**src/rtl/mprj_io_cfg_pkg.sv**
```systemverilog
// Shared constants and types for the user-project pad configuration loader.
//   CFG_BITS       bits per pad in the serial frame
//   OEB_BIT / INP_DIS_BIT / DM_LSB   field offsets inside one pad's slice
//   OEB_RESET / DM_RESET             pad values held while in reset
//   state_t        loader FSM states

`ifndef MPRJ_IO_PADS
`define MPRJ_IO_PADS 38
`endif

package mprj_io_cfg_pkg;

   localparam int CFG_BITS    = 5;
   localparam int DM_BITS     = 3;
   localparam int OEB_BIT     = 0;
   localparam int INP_DIS_BIT = 1;
   localparam int DM_LSB      = 2;

   localparam logic [DM_BITS-1:0] DM_RESET  = 3'b001;
   localparam logic               OEB_RESET = 1'b1;

   typedef enum logic [1:0] {
      IDLE  = 2'd0,
      SHIFT = 2'd1,
      GUARD = 2'd2,
      APPLY = 2'd3
   } state_t;

endpackage

```
**src/rtl/mprj_io_cfg_shifter.sv**
```systemverilog
// Serial frame capture for the pad configuration loader.
// Ports:
//   clock, resetn   system clock, async active-low reset
//   shift_en        accept data this cycle
//   data            serial bit, enters bit 0 (shift left)
//   clear           zero the bit counter at the end of this cycle
//   frame_next      shift register content including this cycle's bit
//   frame_ok        post-increment count equals exactly one frame
//
// frame_next/frame_ok are the post-shift view so that a load strobe arriving
// together with the last bit sees the completed frame.

module mprj_io_cfg_shifter #(
   parameter int FRAME = 190,
   parameter int CNT_W = $clog2(FRAME + 2)
) (
   input  logic             clock,
   input  logic             resetn,
   input  logic             shift_en,
   input  logic             data,
   input  logic             clear,
   output logic [FRAME-1:0] frame_next,
   output logic             frame_ok
);

   localparam logic [CNT_W-1:0] CNT_FRAME = CNT_W'(FRAME);
   localparam logic [CNT_W-1:0] CNT_OVF   = CNT_W'(FRAME + 1);

   logic [FRAME-1:0] sreg;
   logic [CNT_W-1:0] count;
   logic [CNT_W-1:0] count_next;

   always_comb begin
      frame_next = sreg;
      count_next = count;
      if (shift_en) begin
         frame_next = {sreg[FRAME-2:0], data};
         // Saturate one past a full frame so that any overlong frame is
         // distinguishable from an exact one.
         if (count != CNT_OVF) begin
            count_next = count + 1'b1;
         end
      end
   end

   assign frame_ok = (count_next == CNT_FRAME);

   always_ff @(posedge clock or negedge resetn) begin
      if (!resetn) begin
         sreg  <= '0;
         count <= '0;
      end else begin
         sreg  <= frame_next;
         count <= clear ? '0 : count_next;
      end
   end

endmodule

```
**src/rtl/mprj_io_cfg_loader.sv**
```systemverilog
// Pad configuration loader: captures a serial frame from housekeeping, checks
// its length and commits it to the pad ring with a break-before-make guard.
// Ports:
//   clock, resetn          system clock, async active-low reset
//   ser_valid, ser_data    serial bit stream (taken when ser_ready)
//   ser_load               commit strobe
//   ser_ready              loader can accept bits / loads
//   busy                   commit in progress
//   load_done              pulse: new configuration is on the outputs
//   load_err               pulse: load rejected for wrong frame length
//   oeb, inp_dis, dm       registered pad controls
//
// state | meaning
// IDLE  | no bits collected since last load
// SHIFT | collecting bits of a frame
// GUARD | all oeb forced high, waiting out the guard interval
// APPLY | new configuration on the outputs, load_done high

module mprj_io_cfg_loader
   import mprj_io_cfg_pkg::*;
#(
   parameter int TOTAL_PADS   = `MPRJ_IO_PADS,
   parameter int GUARD_CYCLES = 2
) (
   input  logic                      clock,
   input  logic                      resetn,
   input  logic                      ser_valid,
   input  logic                      ser_data,
   input  logic                      ser_load,
   output logic                      ser_ready,
   output logic                      busy,
   output logic                      load_done,
   output logic                      load_err,
   output logic [TOTAL_PADS-1:0]     oeb,
   output logic [TOTAL_PADS-1:0]     inp_dis,
   output logic [3*TOTAL_PADS-1:0]   dm
);

   localparam int FRAME   = TOTAL_PADS * CFG_BITS;
   localparam int GUARD_N = (GUARD_CYCLES < 1) ? 1 : GUARD_CYCLES;
   localparam int GCNT_W  = (GUARD_N > 1) ? $clog2(GUARD_N) : 1;

   localparam logic [GCNT_W-1:0] GCNT_LOAD = GCNT_W'(GUARD_N - 1);

   state_t state;
   state_t state_next;

   logic                    shift_en;
   logic                    load_req;
   logic                    load_ok;
   logic                    frame_ok;
   logic [FRAME-1:0]        frame_next;
   logic [FRAME-1:0]        shadow;
   logic [GCNT_W-1:0]       guard_cnt;
   logic                    guard_tc;
   logic [TOTAL_PADS-1:0]   shadow_oeb;
   logic [TOTAL_PADS-1:0]   shadow_inp;
   logic [3*TOTAL_PADS-1:0] shadow_dm;

   assign shift_en = ser_valid && ser_ready;
   assign load_req = ser_load && ser_ready;
   assign load_ok  = load_req && frame_ok;
   assign guard_tc = (guard_cnt == '0);

   mprj_io_cfg_shifter #(
      .FRAME (FRAME)
   ) u_shifter (
      .clock      (clock),
      .resetn     (resetn),
      .shift_en   (shift_en),
      .data       (ser_data),
      .clear      (load_req),
      .frame_next (frame_next),
      .frame_ok   (frame_ok)
   );

   always_ff @(posedge clock or negedge resetn) begin
      if (!resetn) begin
         state <= IDLE;
      end else begin
         state <= state_next;
      end
   end

   always_comb begin
      state_next = state;
      case (state)
         IDLE, SHIFT: begin
            if (load_req) begin
               state_next = frame_ok ? GUARD : IDLE;
            end else if (shift_en) begin
               state_next = SHIFT;
            end
         end
         GUARD: begin
            if (guard_tc) begin
               state_next = APPLY;
            end
         end
         APPLY:   state_next = IDLE;
         default: state_next = IDLE;
      endcase
   end

   always_comb begin
      ser_ready = 1'b0;
      busy      = 1'b0;
      load_done = 1'b0;
      case (state)
         IDLE, SHIFT: ser_ready = 1'b1;
         GUARD:       busy      = 1'b1;
         APPLY: begin
            busy      = 1'b1;
            load_done = 1'b1;
         end
         default: ser_ready = 1'b0;
      endcase
   end

   always_comb begin
      shadow_oeb = '0;
      shadow_inp = '0;
      shadow_dm  = '0;
      for (int i = 0; i < TOTAL_PADS; i++) begin
         shadow_oeb[i]          = shadow[CFG_BITS*i + OEB_BIT];
         shadow_inp[i]          = shadow[CFG_BITS*i + INP_DIS_BIT];
         shadow_dm[DM_BITS*i +: DM_BITS] = shadow[CFG_BITS*i + DM_LSB +: DM_BITS];
      end
   end

   // Guard timer: down-counter loaded on entry to GUARD, terminal count at 0.
   always_ff @(posedge clock or negedge resetn) begin
      if (!resetn) begin
         guard_cnt <= '0;
      end else if (load_ok) begin
         guard_cnt <= GCNT_LOAD;
      end else if (state == GUARD && !guard_tc) begin
         guard_cnt <= guard_cnt - 1'b1;
      end
   end

   always_ff @(posedge clock or negedge resetn) begin
      if (!resetn) begin
         shadow   <= '0;
         load_err <= 1'b0;
      end else begin
         load_err <= load_req && !frame_ok;
         if (load_ok) begin
            shadow <= frame_next;
         end
      end
   end

   // Outputs break first (oeb forced high on commit) and only take the new
   // configuration as the guard interval expires.
   always_ff @(posedge clock or negedge resetn) begin
      if (!resetn) begin
         oeb     <= {TOTAL_PADS{OEB_RESET}};
         inp_dis <= '0;
         dm      <= {TOTAL_PADS{DM_RESET}};
      end else if (load_ok) begin
         oeb     <= '1;
      end else if (state == GUARD && guard_tc) begin
         oeb     <= shadow_oeb;
         inp_dis <= shadow_inp;
         dm      <= shadow_dm;
      end
   end

endmodule
```
**config.mk**
```make
export PLATFORM = sky130hd
export DESIGN_NAME = mprj_io_cfg_loader
export DESIGN_NICKNAME = d
export VERILOG_FILES = /design/src/rtl/mprj_io_cfg_pkg.sv /design/src/rtl/mprj_io_cfg_shifter.sv /design/src/rtl/mprj_io_cfg_loader.sv
export SDC_FILE = /design/constraint.sdc
export NUM_CORES = 1
export LEC_CHECK = 0
export CORE_MARGIN = 5
export CORE_UTILIZATION = 53
export DETAILED_ROUTE_END_ITERATION = 8
export PLACE_DENSITY = 0.86
export SLEW_MARGIN = 25
export SYNTH_ARGS = -nofsm -noshare
export SYNTH_HDL_FRONTEND = slang
export SYNTH_SLANG_ARGS = --single-unit
```
**constraint.sdc**
```tcl
create_clock -name clock -period 2.8 [get_ports clock]
set_input_delay 0.84 -clock clock [delete_from_list [all_inputs] [get_ports clock]]
set_output_delay 0.84 -clock clock [all_outputs]
set_load 0.005 [all_outputs]
```
==> impl_metrics.ini <==
[status]
status = complete, no violations

[sta]
final_hold_viol_count = 0
fmax_ghz = 0.3759
finalSetupTns_ns = 0
worstMarginPinSlew_ns = 0.9970
skew_ns = 0.02621
min_period_ns = 2.660
slew-limit-headroom = 0.3354
maxSlewViolCount = 0
fin_crit_sh = 0.9501
setup_viol = 0

[floorplanning]
die_w_um = 215.7
initial_core_util = 0.5347
dieArea_um2 = 46540
fp.coreArea_um2 = 41950
die-height_um = 215.7
rows = 75
pin_count = 199

[detailed_routing]
drt-pass1-iter-count = 7
remaining_drc_errors = 0
drt_first_iter_violations = 1295
ant_nets = 0
vias_per_cell = 5.293
vias = 15300
routed_wl_um = 49650
post_drt_wl_per_cell_um = 17.17

[global_routing]
grt-ovfl-total = 0
grt.total_usage = 0.2137
grt_pass1_wl_um = 83260
grt_pass1_vias = 16170
antenna_found_initial = 0
grt_max_degree = 102

[critical_path]
crit_required_ns = 1.96
cp.arrival_ns = 1.82
startpoint_type = flop
worst-setup-path-type = flop to primary output
max_stage_delay_ns = 0.55
path_delay_family = flip-flops
path_cells = and2_1 > clkdlybuf4s50_1
cpMaxStageDelayCell = dfrtp_1
crit_buf_inv = 1
end_kind = primary output
cp_max_fo = 9

[power]
p_seq_frac = 0.500
powerDensity_nw_per_um2 = 621.2
p_switching_mw = 3.629
pwr-share-comb = 0.025
leakagePower_nw = 14.81
max-vdd-ir-drop_v = 0.0005122
clockPowerShare = 0.475
intPower_mw = 13.41
netSwitchingFraction = 0.2130

[place]
port_buffers = 198
post-dp-hpwl_um = 30320
placed_area_um2 = 25400
place.gp.congestion = 0.8113

[hold_path]
holdCritPathClass = input pin to async pin

[logic_synthesis]
syn_area_per_cell_um2 = 10.75
ys_seq_area_frac = 0.6535
synth_top_family_by_area = simple AND/OR/NAND/NOR gates
syn_nets = 2093
synth-adder-area-share = 0.0005578
synth_mux_area_frac = 0.1113
ys_async_sr_fraction = 1.000
yosys_register_bits = 582
yosysWarnings = 0
ys_top_cells_by_count = 1072 x nand2_1, 506 x dfrtp_1, 90 x mux2_4
yosys.area_share.simple = 0.1988
ys_types = 44
synth_most_common_cell = nand2_1
yosys.area.top_type = dfrtp_1
synth.area.top_cells = dfrtp_1 56%, nand2_1 18%, dfstp_2 8.9%
syn_inst = 2087
ys.flop_type = dfrtp_1
synth_edf_count = 0
synth-compound-area-share = 0.008702
syn-cell-area_um2 = 22430
synth_top_cell_area_share = 0.5645
synth_xor_xnor_area_share = 0.001562

[final_layout]
stdcell_area_um2 = 27430
num-fill-cells = 2863
multi_input_area_um2 = 7234
drive_gt1_frac = 0.1611
nets = 2311
syn_to_final_growth_pct = 22.28
antenna_cells = 0
regArea_um2 = 14660

[clock_tree]
cts_tree = yes
numClockSinks = 582
clock_path_buffers = 3
clk_latency_ns = 0.62
cts_buffers = 56
htree_levels = 2
clk_pin_slew_ns = 0.06
cts_root_buffer = clkbuf_16
cts_hold_buf = 0

[job]
cap_viol_max_count = 0
[layout make-up]
cell class	count	area share
inverters	2	0.0002737
repair buffers	273	0.1038
well taps	539	0.02459
multi-input cells	1390	0.2638
clock inverters	23	0.01327
clock buffers	82	0.05981
flip-flops and latches	582	0.5345
[cells by family after synthesis]
family,count (synthesis)
compound gates,34
xor+xnor,4
fa+ha+maj,1
buf+inv,115
flops,582
mux,192
simple gates,1159
[layer usage]
metal | global-route usage | part of all wire
met4 | 0.06486 | 0.025
met1 | 0.2771 | 0.41
met3 | 0.04779 | 0.056
met5 | 0 | 0
met2 | 0.3636 | 0.51
[metrics by stage]
step                utilization  cells  hold slack (ns)  total power [mW]  setup WS [ns]
floorplan                     -   2087           0.4331             8.822         0.2764
global placement         0.6055   2785           0.4463             9.079        -0.5177
detailed placement       0.6055   2785           0.4491             9.100        -0.5631
CTS                      0.6532   2890           0.2429             17.20        0.04683
global route             0.6539   2891           0.2672             17.64       -0.05504
finish                   0.6539   2891           0.2498             17.04         0.1398
[worst register-to-register path, delay by kind of cell, from the launching register on]
kind / cells / cell delay, ns
AO/OA/AOI/OAI: 2 / 0.34
buffers and inverters: 2 / 0.36
adder cells (fa/ha/maj): 1 / 0.29
AND/OR/NAND/NOR: 3 / 0.73
flip-flops: 1 / 0.42
multiplexers: 1 / 0.38
[registers in the layout, indices dropped and copies added, names as in the netlist]
signal           cells
guard_cnt            1
u_shifter.count      8
load_err             1
inp_dis             38
dm                 114
shadow             190
u_shifter.sreg     190
state                2
oeb                 38
[power groups by stage]
stage | Clock [mW] | Combinational [mW] | Sequential [mW]
2_1_floorplan | 0 | 0.157 | 8.66
3_3_place_gp | 0 | 0.410 | 8.67
3_5_place_dp | 0 | 0.426 | 8.67
4_1_cts | 8.24 | 0.430 | 8.52
5_1_grt | 8.62 | 0.485 | 8.53
6_report | 8.09 | 0.420 | 8.53
[layout by cell type, fill, tap and decap left out, types with 3 or more instances in the layout]
cell,count
buf_12,23
dfrtp_1,506
mux2_1,66
nand2_1,1072
a21oi_1,22
mux2_4,90
buf_4,50
clkbuf_8,12
dfstp_2,76
clkbuf_1,13
clkinv_2,8
mux2_2,34
xnor2_1,3
nand3_1,19
bufinv_16,8
clkdlybuf4s50_1,196
clkinv_4,3
nor2_1,47
clkbuf_16,57
[worst paths after layout]
| path | startpoint | end | slack (ns) | cells after the start |
|---|---|---|---|---|
| setup / recovery | state[1]$_DFFE_PN0P_ | load_done | 0.14 | 2 |
| hold / removal | resetn | u_shifter.sreg[31]$_DFF_PN0_ | 0.25 | 1 |
| setup reg to reg | u_shifter.count[1]$_DFF_PN0_ | shadow[159]$_DFFE_PN0P_ | 0.16 | 9 |
| hold reg to reg | dm[93]$_DFFE_PN1P_ | dm[93]$_DFFE_PN1P_ | 0.46 | 2 |
| max in group asynchronous | resetn | oeb[32]$_DFFE_PN1P_ | 1.76 | 2 |
| min in group clock | dm[93]$_DFFE_PN1P_ | dm[93]$_DFFE_PN1P_ | 0.46 | 2 |
[repair_timing]
| action | CTS | global route |
|---|---|---|
| hold endpoints to repair | 0 | 0 |
| buffers inserted | 0 | 1 |
| resized for setup | 0 | 4 |
| endpoints found under the setup margin | 0 | 167 |
No activity file was read; power rests on OpenSTA's default activity.
